$ cat src/rtl/prog_loader.sv
// prog_loader: boot-time instruction-memory loader.
// Takes a length-prefixed byte stream (16-bit word count, then 4*N bytes,
// little-endian words). It writes each assembled word into instruction
// memory and keeps the core in reset until the final write has been issued.
module prog_loader #(
  parameter int ADDR_W  = 10,
  parameter int TIMEOUT = 1024
) (
  input  logic        clk,
  input  logic        reset_s,
  input  logic        start,
  input  logic        byte_valid,
  input  logic [7:0]  byte_data,
  output logic        byte_ready,
  output logic        imem_wr_en,
  output logic [31:0] imem_wr_addr,
  output logic [31:0] imem_wr_data,
  output logic        core_reset,
  output logic        done,
  output logic        err
);

  localparam int               CNT_W   = $clog2(TIMEOUT + 1);
  localparam logic [CNT_W-1:0] TO_LAST = CNT_W'(TIMEOUT - 1);
  // DEPTH kept at 17 bits so that a full 2^16-word memory is still representable.
  localparam logic [16:0]      DEPTH_W = 17'd1 << ADDR_W;

  typedef enum logic [2:0] {
    S_IDLE   = 3'd0,
    S_LEN_LO = 3'd1,
    S_LEN_HI = 3'd2,
    S_WORD   = 3'd3,
    S_FLUSH  = 3'd4,
    S_RUN    = 3'd5,
    S_ERR    = 3'd6
  } state_t;

  state_t            r_state;
  state_t            w_state_nxt;
  logic [7:0]        r_len_lo;
  logic [15:0]       r_len;
  // One extra bit so a load of exactly DEPTH words never wraps the index.
  logic [ADDR_W:0]   r_widx;
  logic [1:0]        r_bidx;
  // Holds bytes 0..2 of the word in flight; byte 3 comes straight off the bus.
  logic [23:0]       r_asm;
  logic [CNT_W-1:0]  r_to_cnt;

  logic              w_xfer;
  logic              w_to_hit;
  logic              w_len_bad;
  logic              w_last_word;
  logic              w_word_end;
  logic [15:0]       w_len_in;

  // byte_ready decoded directly from the state: only the three stream-consuming states accept.
  always_comb begin
    byte_ready = 1'b0;
    case (r_state)
      S_LEN_LO: byte_ready = 1'b1;
      S_LEN_HI: byte_ready = 1'b1;
      S_WORD:   byte_ready = 1'b1;
      default:  byte_ready = 1'b0;
    endcase
  end

  assign w_xfer      = byte_valid & byte_ready;
  assign w_len_in    = {byte_data, r_len_lo};
  assign w_len_bad   = (w_len_in == 16'd0) || ({1'b0, w_len_in} > DEPTH_W);
  assign w_word_end  = (r_bidx == 2'd3);
  assign w_last_word = (({{(16 - ADDR_W){1'b0}}, r_widx} + 17'd1) == {1'b0, r_len});
  // The stall limit is reached on the TIMEOUT-th consecutive idle cycle.
  assign w_to_hit    = byte_ready && !w_xfer && (r_to_cnt == TO_LAST);

  // State register.
  always_ff @(posedge clk or posedge reset_s) begin
    if (reset_s) begin
      r_state <= S_IDLE;
    end else begin
      r_state <= w_state_nxt;
    end
  end

  // Next-state logic: stream parsing, length validation, stall timeout.
  always_comb begin
    w_state_nxt = r_state;
    case (r_state)
      S_IDLE: begin
        if (start) begin
          w_state_nxt = S_LEN_LO;
        end else begin
          w_state_nxt = S_IDLE;
        end
      end
      S_LEN_LO: begin
        if (w_xfer) begin
          w_state_nxt = S_LEN_HI;
        end else if (w_to_hit) begin
          w_state_nxt = S_ERR;
        end else begin
          w_state_nxt = S_LEN_LO;
        end
      end
      S_LEN_HI: begin
        if (w_xfer) begin
          if (w_len_bad) begin
            w_state_nxt = S_ERR;
          end else begin
            w_state_nxt = S_WORD;
          end
        end else if (w_to_hit) begin
          w_state_nxt = S_ERR;
        end else begin
          w_state_nxt = S_LEN_HI;
        end
      end
      S_WORD: begin
        if (w_xfer) begin
          if (w_word_end && w_last_word) begin
            w_state_nxt = S_FLUSH;
          end else begin
            w_state_nxt = S_WORD;
          end
        end else if (w_to_hit) begin
          w_state_nxt = S_ERR;
        end else begin
          w_state_nxt = S_WORD;
        end
      end
      S_FLUSH: begin
        w_state_nxt = S_RUN;
      end
      S_RUN: begin
        if (start) begin
          w_state_nxt = S_LEN_LO;
        end else begin
          w_state_nxt = S_RUN;
        end
      end
      S_ERR: begin
        if (start) begin
          w_state_nxt = S_LEN_LO;
        end else begin
          w_state_nxt = S_ERR;
        end
      end
      default: begin
        w_state_nxt = S_IDLE;
      end
    endcase
  end

  // Datapath and registered outputs: word assembly, write strobe, core reset, status flags.
  always_ff @(posedge clk or posedge reset_s) begin
    if (reset_s) begin
      r_len_lo     <= 8'd0;
      r_len        <= 16'd0;
      r_widx       <= '0;
      r_bidx       <= 2'd0;
      r_asm        <= 24'd0;
      r_to_cnt     <= '0;
      imem_wr_en   <= 1'b0;
      imem_wr_addr <= 32'd0;
      imem_wr_data <= 32'd0;
      core_reset   <= 1'b1;
      done         <= 1'b0;
      err          <= 1'b0;
    end else begin
      imem_wr_en <= 1'b0;

      // Idle-cycle counter; idle outside the accepting states, restarts on every byte.
      if (!byte_ready || w_xfer) begin
        r_to_cnt <= '0;
      end else begin
        r_to_cnt <= r_to_cnt + CNT_W'(1);
      end

      case (r_state)
        S_LEN_LO: begin
          if (w_xfer) begin
            r_len_lo <= byte_data;
          end
        end
        S_LEN_HI: begin
          if (w_xfer) begin
            r_len  <= w_len_in;
            r_widx <= '0;
            r_bidx <= 2'd0;
          end
        end
        S_WORD: begin
          if (w_xfer) begin
            r_asm  <= {byte_data, r_asm[23:8]};
            r_bidx <= r_bidx + 2'd1;
            if (w_word_end) begin
              imem_wr_en   <= 1'b1;
              imem_wr_addr <= {{(32 - ADDR_W){1'b0}}, r_widx[ADDR_W-1:0]};
              imem_wr_data <= {byte_data, r_asm};
              r_widx       <= r_widx + (ADDR_W + 1)'(1);
            end
          end
        end
        S_FLUSH: begin
          // Final write was strobed in this cycle; release the core on the next edge.
          core_reset <= 1'b0;
          done       <= 1'b1;
        end
        S_RUN: begin
          if (start) begin
            core_reset <= 1'b1;
            done       <= 1'b0;
          end
        end
        S_ERR: begin
          if (start) begin
            err <= 1'b0;
          end
        end
        default: begin
        end
      endcase

      if ((w_state_nxt == S_ERR) && (r_state != S_ERR)) begin
        err <= 1'b1;
      end
    end
  end

endmodule

$ cat config.mk
export PLATFORM = sky130hd
export DESIGN_NAME = prog_loader
export DESIGN_NICKNAME = d
export VERILOG_FILES = /design/src/rtl/prog_loader.sv
export SDC_FILE = /design/constraint.sdc
export NUM_CORES = 1
export LEC_CHECK = 0
export CORE_MARGIN = 2
export CORE_UTILIZATION = 45
export CTS_CLUSTER_SIZE = 20
export DETAILED_ROUTE_END_ITERATION = 12
export PLACE_DENSITY = 0.76
export SLEW_MARGIN = 20
export SYNTH_ARGS = -nofsm -noshare
export SYNTH_HDL_FRONTEND = slang
export SYNTH_SLANG_ARGS = --single-unit
$ cat constraint.sdc
create_clock -name clk -period 4.1 [get_ports clk]
set_input_delay 0.82 -clock clk [delete_from_list [all_inputs] [get_ports clk]]
set_output_delay 0.82 -clock clk [all_outputs]
set_load 0.05 [all_outputs]
* Word level (Yosys, flattened, before mapping)
Cells that the tools add are included. W data, S select, Z words.
Operators by class: bitwise gates (word level) 1, equality and inequality tests 15, div/mod/pow operators 0, $lt $le $gt $ge 1, reductions and logical operators 23, $add $sub $neg 4, mux-type cells 30, multipliers 0, shift operators 0
Operator list (count):
- $mux W11 | 4
- $mux W3 | 10
- $add A11 B1 Y11 const B | 2
- $pmux W11 S2 | 1
- $pmux W3 S7 | 1
- $eq A12 B16 Y1 | 1
- $gt A16 B11 Y1 const B | 1
- $logic_not A16 Y1 | 1
- $add A11 B1 Y12 const B | 1
- $eq A3 B3 Y1 const B | 4
- $eq A11 B10 Y1 const B | 1
- $reduce_and A2 Y1 | 5
- $mux W1 | 9
- $ne A2 B2 Y1 const B | 4
- $reduce_bool A2 Y1 | 4
- $eq A3 B2 Y1 const B | 2
- $reduce_and A3 Y1 | 2
- $logic_and A1 B1 Y1 | 4
- $mux W2 | 2
- $pmux W1 S2 | 2
- $pmux W2 S2 | 1
- $reduce_and A4 Y1 | 1
- $eq A3 B1 Y1 const B | 1
- $logic_not A3 Y1 | 1
- 7 further kinds | 9
Storage, ports and cells: latch bits 0, RAM bits 0, bits in registers 121, memories kept 0, memory bits (read-only) 0

* Longest topological paths before layout
Gate-level depths: netlist of the first run.
depth after elaboration 14, gate-level depth with buffers 10

* Worst setup path after synthesis of the first run
No wires, ideal clock.
path type input to register, start point input byte_valid, end point register err, data required time 3.975 ns, setup time 0.125 ns, stages 8, arrival 2.444 ns, slack 1.530 ns, cells stage by stage buf_2 > nand4_1 > or4_4 > a2111oi_4 > o2111ai_1 > a211o_1 > a21oi_2 > nor3_1
On the way: cells in the longest elaborated chain, start to end 11, elaborated cells on any way between the ends 17, those cells by class 1 x eq/ne; 8 x mux; 1 x bitwise; 7 x reduce/logical
RTL lines:
- from (decl) | line 12 | input logic byte_valid,
- $and A1 B1 Y1 * | line 67 | assign w_xfer = byte_valid & byte_ready;
- $logic_not A1 Y1 | line 73 | assign w_to_hit = byte_ready && !w_xfer && (r_to_cnt == TO_LAST);
- $logic_and A1 B1 Y1 (2 in a row) | line 73
- $mux W3 | line 98 | end else if (w_to_hit) begin
- $mux W3 | line 96 | if (w_xfer) begin
- $pmux W3 S7 * | line 87 | case (r_state)
- net w_state_nxt[1] | line 39 | state_t w_state_nxt;
- $eq A3 B3 Y1 * | line 223 | if ((w_state_nxt == S_ERR) && (r_state != S_ERR)) begin
- $logic_and A1 B1 Y1 * | line 223
- $reduce_bool A2 Y1 (no source line)
- $reduce_and A2 Y1 (no source line)
- to (signal assigned) | line 167 | err <= 1'b0;
- to (signal assigned) | line 216 | err <= 1'b0;
- to (signal assigned) | line 224 | err <= 1'b1;
- to (decl) | line 20 | output logic err
The timed path passes the listed nets; every way through them passes the cells marked *. A chain may end at the register's enable or synchronous reset.

* Worst setup path after layout of the first run
start point register r_state[0], end point output byte_ready
On the way: cells in the longest elaborated chain, start to end 3, elaborated cells on any way between the ends 5, those cells by class 3 x eq/ne; 1 x mux; 1 x reduce/logical
RTL lines:
- from (decl) | line 38 | state_t r_state;
- from (signal assigned) | line 80 | r_state <= w_state_nxt;
- $eq A3 B2 Y1 or $eq A3 B1 Y1 (tied branches) | line 59 | case (r_state)
- $reduce_or A3 Y1 (no source line) *
- $mux W1 * | line 59
- to (decl) | line 14 | output logic byte_ready,
Mark *: on every way between the ends. The rest lies on a longest branch, timed or not.

==> qor.csv, run 1 <==
metric,value,unit
core region area,12000,µm²
first-pass GRT wire length,20400,µm
P&R area growth vs syn,22.2,%
Setup crit start kind,register,
final setup skew,6.55,ps
storage element area,3030,µm²
syn_area_per_cell,10.2,µm²
initial core utilization,0.462,
DP HPWL,8000,µm
Final Wtd Congestion,0.871,
Antenna Nets Post-Route,0,
"EDFF count, synth",0,
run status,"complete, no violations",
Die Ht,115,µm
Crit path buffers/inverters,1,
Min-Delay Path Class,register to register,
"flops & latches, synth",121,
n_diodes,0,
Fin. Hold Viols,0,
Die Area,13200,µm²
top cell type's share of synthesized area,0.541,
mapped cell area,5550,µm²
Post-CTS Setup Inserts,0,
CP Cell Sequence,o21ba_4 > clkdlybuf4s50_1,
"Distinct cells, synth",55,
R2R cell count,9,
Synth area leader,dfrtp_1,
Nets,616,
Slew headroom,0.396,
Final WS setup,1100,ps
final WL,12100,µm
CP required,3280,ps
synth warn,0,
worst setup path category,register to output pin,
crit share post-route,0.731,
"Setup violations, final",0,
drt wl/cell,15.9,µm
RSZ-0062 raised after global routing,false,
std cell rows,40,
f_max,334,MHz
CP Depth,2,
Crit-path slowest cell,clkdlybuf4s50_1,
IO buf count,58,
Post-Syn Instances,544,
total power,5.20,mW
critical path endpoint category,output pin,
Hold Path Stages,1,
layout cell share with drive strength beyond 1,0.157,
DR vias,4096,
largest net degree at the start of global routing,72,
arrival time worst endpoint,2180,ps
Critical Path Fanout Max,18,
worst-margin pin slew,906,ps
"Async S/R FF share, synth",1.00,
Power Density,767,nW/µm²
Peak VDD IR,0.000496,V
post-cts resize count,0,
DRC viols,0,
top_reg_cell synth,dfrtp_1,
vias per inst,5.39,
Max Buffers Root-to-Sink,2,
Die W,115,µm
H-tree depth,4,
final instance area,6780,µm²
CTS tree,yes,
dominant delay contributor by cell family on the critical path,buffers and inverters,
area of placed instances,6180,µm²
drt first pass iters,4,
cells taking the most area after synthesis,"dfrtp_1 (54%), nand2_1 (10%), mux2_2 (9.5%)",
Filler cells,1012,
gr ovfl total,0,
Final Slew Violations,0,
CTS buffer count,17,
clock sinks,121,
multi-input combinational cell area,2280,µm²
DP Worst Slack,877,ps
clk slew on worst S/H paths,50,ps
crit-path max cell delay,810,ps
number of antenna violations at the first check in global routing,0,
P_leak,3.09,nW
clock latency on the worst-skew pair,420,ps
max_cap viols,0,
Hold Buf Count CTS,0,
I/O Pins,81,
clk root buf,clkbuf_16,
vias in the first global route,4111,
final setup TNS,0,ps
DR iter-0 viols,415,
"Seq/Total Area, Yosys",0.546,
minimum clock period,3000,ps
GRT Total Usage,0.197,
-- state kept, by name (all words and copies together), names as in the netlist --
signal / flops
imem_wr_addr: 10
imem_wr_en: 1
r_len: 16
r_state: 3
imem_wr_data: 32
core_reset: 1
r_to_cnt: 11
done: 1
r_len_lo: 8
err: 1
r_bidx: 2
r_widx: 11
r_asm: 24
-- power breakdown --
group / total (mW) / switching [mW] / leakage, nW / internal, mW
Clock: 1.53 / 0.557 / 0.286 / 0.974
Combinational: 1.73 / 1.03 / 1.23 / 0.697
Sequential: 1.95 / 0.343 / 1.58 / 1.60
Total: 5.20 / 1.93 / 3.09 / 3.27
-- cells in the mapped netlist, types with 3 or more instances --
master    count
nor3b_1       3
a211oi_1      3
nand3_1      12
o31ai_1       5
a21oi_1       7
nor4_1        8
nor2_1       28
o21ai_0      24
ha_1          3
xnor2_1      14
nor3_1        5
and3_1        4
buf_1         4
nand4_1       3
xor2_1        5
a211o_1       3
clkbuf_1     10
buf_2         7
buf_4        24
mux2_2       47
dfrtp_1     120
nand2_1     152
inv_1        11
a21o_1        3
-- final cells by class --
| class | count | share of cell area |
|---|---|---|
| clock buffers | 18 | 0.0647 |
| clock inverters | 13 | 0.0249 |
| flip-flops and latches | 121 | 0.447 |
| multi-input cells | 386 | 0.337 |
| inverters | 12 | 0.00701 |
| well taps | 147 | 0.0271 |
| repair buffers | 63 | 0.0930 |
-- cells by family (layout without fill, tap and decap cells) --
logic type	Yosys count	in the layout	share of synthesized area
simple gates	234	234	0.188
flops	121	121	0.546
compound gates	59	59	0.0732
buf+inv	58	106	0.0572
mux	49	49	0.0989
xor+xnor	19	19	0.0300
fa+ha+maj	3	3	0.00676
other cells	1	22	0.000675
-- metal layers --
layer | share of wire | track usage | vias to the layer above
met2 | 0.49 | 0.318 | 116
met4 | 0.019 | 0.0779 | 0
li1 | - | - | 1909
met3 | 0.046 | 0.0501 | 25
met5 | 0 | 0 | -
met1 | 0.44 | 0.257 | 2046
-- worst reg2reg max path: cells and delay by family, from the launching register on --
kind                       cells  cell delay, ps
AOI/OAI and AO/OA              4             920
and+or+nand+nor                4             870
DFF                            1             520
adders and majority gates      1             320
-- final timing paths --
check	startpoint	to	slack (ps)
max	r_state[0]	byte_ready	1100
min	r_to_cnt[0]	r_to_cnt[0]	460
max reg2reg	r_widx[0]	err	1360
min reg2reg	r_to_cnt[0]	r_to_cnt[0]	460
max in group asynchronous	reset_s	r_len[14]	2380
min in group asynchronous	reset_s	imem_wr_data[4]	930
-- stage by stage --
stage,instances,util,hold slack (ps)
5_1_grt,760,0.565,478
4_1_cts,760,0.565,461
3_3_place_gp,729,0.514,442
6_report,760,0.565,463
2_1_floorplan,565,-,425
3_5_place_dp,729,0.514,449
-- cells in the final DEF, fill, tap and decap left out, types with 5 or more instances in the layout --
cell type / instances
nand2_1: 152
dfrtp_1: 120
clkdlybuf4s50_1: 58
mux2_2: 47
nor2_1: 28
o21ai_0: 24
conb_1: 22
clkbuf_16: 17
xnor2_1: 14
nand3_1: 12
inv_1: 10
nor4_1: 8
a21oi_1: 7
o31ai_1: 5
nor3_1: 5
xor2_1: 5
Power figures use the tool's default switching activity.
==> run 2: changes to the inputs <==
- PLACE_DENSITY: 0.76 -> 0.73
- clock period: 4.1 -> 2.8 ns (I/O delays scaled with it)
==> run 2 against run 1 <==
Against the previous run:
- power is 50% higher
- final cell count is 2.2% higher
- largest power group unchanged
- critical path type is now register to register
- worst hold slack worse by 63 ps
- global-route usage is 0.31 points higher
- highest routed layer unchanged
- setup slack worse by 930 ps
- combinational power is 54% higher
- register-to-register slack worse by 1200 ps
- non-clock buffer count is 16 higher
- clock skew is 0.65 ps higher
==> qor.csv, run 2 (synthesized netlist as in run 1, its figures left out) <==
metric,value,unit
initial core utilization,0.462,
gr ovfl total,0,
Setup crit start kind,register,
clock latency on the worst-skew pair,410,ps
arrival time worst endpoint,2920,ps
final core occ,0.579,
CP Cell Sequence,ha_1 > xor2_1 > or4_4 > a2111oi_4 > o2111ai_1 > a211o_1 > a21oi_2 > nor3_1,
core region area,12000,µm²
I/O Pins,81,
DR vias,4083,
Antenna Nets Post-Route,0,
P_leak,3.19,nW
vias per inst,5.25,
drt wl/cell,15.7,µm
clk slew on worst S/H paths,60,ps
Final Wtd Congestion,0.871,
Final Slew Violations,0,
final setup skew,7.20,ps
Nets,632,
dominant delay contributor by cell family on the critical path,compound AO/OA/AOI/OAI gates,
crit-path max cell delay,530,ps
CTS tree,yes,
Die W,115,µm
P&R area growth vs syn,25.3,%
DP HPWL,8170,µm
final instance area,6960,µm²
max reg flops,32,
H-tree depth,4,
most frequent cells in the layout,"nand2_1 (152), dfrtp_1 (120), clkdlybuf4s50_1 (58)",
Peak VDD IR,0.000789,V
Crit path buffers/inverters,0,
GRT Total Usage,0.201,
final WL,12200,µm
crit share post-route,0.940,
n_diodes,0,
area of placed instances,6310,µm²
CP startpoint,r_widx[1],
max_cap viols,0,
drt first pass iters,4,
worst setup path category,register to register,
Min-Delay Path Class,input pin to async pin,
Slew headroom,0.606,
std cell rows,40,
clock sinks,121,
number of antenna violations at the first check in global routing,0,
CTS buffer count,17,
Die Ht,115,µm
Max Buffers Root-to-Sink,2,
largest net degree at the start of global routing,51,
Fin. Hold Viols,0,
DRC viols,0,
"commonest non-fill, non-tap cell in the layout",nand2_1,
Die Area,13200,µm²
minimum clock period,2630,ps
Largest Register,imem_wr_data,
critical path endpoint category,register,
RSZ-0062 raised after global routing,false,
largest registers in the final layout,"imem_wr_data (32), r_asm (24), r_len (16)",
Hold Buf Count CTS,0,
worst-margin pin slew,591,ps
run status,"complete, no violations",
IO buf count,58,
Filler cells,1002,
DR iter-0 viols,276,
layout cell share with drive strength beyond 1,0.176,
CP required,3090,ps
Critical Path Fanout Max,4,
Post-CTS Setup Inserts,0,
post-cts resize count,0,
Crit-path slowest cell,or4_4,
f_max,380,MHz
FF-to-FF Start,r_widx[1],
first-pass GRT wire length,20500,µm
vias in the first global route,4057,
Power Density,1120,nW/µm²
"Setup violations, final",0,
clk root buf,clkbuf_16,
[run 2: cell type report]
cell class | count | area [µm²] | area share
clock buffer | 21 | 450 | 0.0647
clock inverter | 11 | 195 | 0.0281
inverter | 12 | 48.8 | 0.00701
multi-input combinational | 386 | 2290 | 0.329
sequential | 121 | 3030 | 0.435
tap | 147 | 184 | 0.0264
timing repair buffer | 79 | 763 | 0.110
[run 2: path summary, 6_finish.rpt]
path,endpoint,slack (ps),cells past startpoint
max in group asynchronous,core_reset,1720,3
worst max register to register,err,170,8
worst max-delay path,err,170,8
min in group clk,core_reset,460,2
worst min register to register,core_reset,460,2
worst min-delay path,imem_wr_en,400,2
[run 2: through the flow]
stage               std cells  hold slack, ps  TNS (ps)  power, mW  setup WS (ps)
finish                    777             400         0       7.81            169
global route              777             416         0       8.19           5.37
CTS                       777             399         0       7.86            125
detailed placement        745             454     -35.8       5.45          -35.8
global placement          745             438         0       5.37           15.3
floorplan                 565             425         0       4.61            362
[run 2: power breakdown]
| group | total (mW) | switching [mW] | internal [mW] |
|---|---|---|---|
| clock | 2.36 | 0.757 | 1.60 |
| combinational | 2.67 | 1.60 | 1.07 |
| sequential | 2.78 | 0.426 | 2.35 |
[run 2: metal layers]
layer | vias up | wire (µm) | GRT usage
li1 | 1939 | - | -
met1 | 2011 | 5400 | 0.274
met2 | 115 | 6020 | 0.316
met3 | 18 | 630 | 0.0490
met4 | 0 | 180 | 0.0675
met5 | - | 0 | 0
==> run 3: changes to the inputs <==
- clock period: 2.8 -> 3.4 ns (I/O delays scaled with it)
==> run 3 against run 2 <==
Against the previous run:
- final cell count fell by 1.7%
- global-route usage fell by 0.91 points
- power down 21%
- clock skew barely moved
- critical path depth rose by 1
- critical path type unchanged
- sequential cell count unchanged
- sequential power fell by 17%
- largest cell class unchanged
- highest routed layer unchanged
- design area shrank 2.3%
==> qor.csv, run 3 (synthesized netlist as in run 1, its figures left out) <==
metric,value,unit
met3 usage,0.0490,
WHS Endpoint,imem_wr_addr[6],
arrival time worst endpoint,3000,ps
first-pass GRT wire length,19800,µm
clock latency on the worst-skew pair,410,ps
Max Buffers Root-to-Sink,2,
total power,6.14,mW
most frequent cells in the layout,"nand2_1 (152), dfrtp_1 (120), clkdlybuf4s50_1 (58)",
run status,"complete, no violations",
n_diodes,0,
number of antenna violations at the first check in global routing,0,
f_max,368,MHz
worst setup path category,register to register,
Largest Register,imem_wr_data,
DR iter-0 viols,334,
FF-to-FF Start,r_widx[0],
Hold Buf Count CTS,0,
grt peak-use layer,met2,
"setup slack, reg-to-reg",680,ps
CTS buffer count,17,
drt wl/cell,15.5,µm
P_leak,3.09,nW
DP HPWL,8100,µm
H-tree depth,4,
Slew headroom,0.473,
hold_sp,imem_wr_addr[6],
area of placed instances,6230,µm²
M1 GR Usage,0.263,
final setup skew,7.23,ps
Min-Delay Path Class,register to register,
Critical Path Fanout Max,7,
M2 GR Usage,0.300,
Hold Path Stages,2,
Antenna Nets Post-Route,0,
Post-CTS Setup Inserts,0,
Final Slew Violations,0,
multi-input combinational cell area,2280,µm²
post-cts resize count,0,
minimum clock period,2720,ps
largest net degree at the start of global routing,57,
layout cell share with drive strength beyond 1,0.160,
IO buf count,58,
clk root buf,clkbuf_16,
P&R area growth vs syn,22.4,%
Filler cells,1019,
gr ovfl total,0,
DRC viols,0,
Fin. Hold Viols,0,
critical path endpoint category,register,
I/O Pins,81,
GRT Total Usage,0.191,
Die Area,13200,µm²
CTS tree,yes,
CP required,3690,ps
max reg flops,32,
R2R cell count,9,
worst-margin pin slew,790,ps
Nets,620,
storage element area,3030,µm²
final setup TNS,0,ps
Die W,115,µm
initial core utilization,0.462,
max_cap viols,0,
FF-to-FF End,err,
Die Ht,115,µm
clk slew on worst S/H paths,50,ps
clock sinks,121,
Peak VDD IR,0.000572,V
final instance area,6800,µm²
Setup crit start kind,register,
vias per inst,5.29,
Power Density,903,nW/µm²
final WL,11900,µm
crit share post-route,0.799,
DR vias,4039,
Final Wtd Congestion,0.927,
RSZ-0062 raised after global routing,false,
drt first pass iters,5,
core region area,12000,µm²
largest registers in the final layout,"imem_wr_data (32), r_asm (24), r_len (16)",
"commonest non-fill, non-tap cell in the layout",nand2_1,
std cell rows,40,
"Setup violations, final",0,
vias in the first global route,3921,
[run 3: cell types whose count changed in the layout (fill, tap and decap cells not counted), moves of 2 or more]
cell,previous run,this run
buf_4,19,6
bufinv_16,5,1
clkbuf_1,3,1
clkbuf_8,1,3
clkinvlp_4,4,6
[run 3: critical path, stage by stage (launching register included)]
cell and delay, ps:
dfrtp_1 510, ha_1 310, and2_1 280, nor3b_1 90
or4_4 440, a2111oi_4 190, o2111ai_1 220, a211o_1 370
a21oi_2 120, nor3_1 60
[run 3: power by group]
part | switching [mW] | total (mW) | internal (mW)
registers | 0.387 | 2.32 | 1.93
logic | 1.27 | 2.13 | 0.860
clock network | 0.631 | 1.69 | 1.06
[run 3: worst max-delay path by stage]
stage	start	endpoint
after floorplan	r_widx[0]	err
after global placement	byte_valid	err
after detailed placement	byte_valid	err
after CTS	r_state[2]	byte_ready
after global routing	r_widx[0]	err
final	r_widx[0]	err
[run 3: routing by layer]
metal	vias to the layer above	routed length, µm
li1	1916	-
met1	1999	5500
met2	111	5670
met3	13	532
met4	0	155
met5	-	0
[run 3: layout make-up]
class / count / share of cell area
Sequential cell: 121 / 0.446
Multi-Input combinational cell: 386 / 0.336
Timing Repair Buffer: 67 / 0.101
Clock buffer: 21 / 0.0692
Tap cell: 147 / 0.0271
Clock inverter: 10 / 0.0140
Inverter: 12 / 0.00718
[run 3: through the flow]
step / cells / hold WS, ps / worst slack (ps) / util
after floorplan: 565 / 425 / 962 / -
after global placement: 733 / 437 / 541 / 0.519
after detailed placement: 733 / 461 / 498 / 0.519
after CTS: 764 / 472 / 690 / 0.566
after global routing: 764 / 482 / 560 / 0.566
final: 764 / 473 / 685 / 0.566
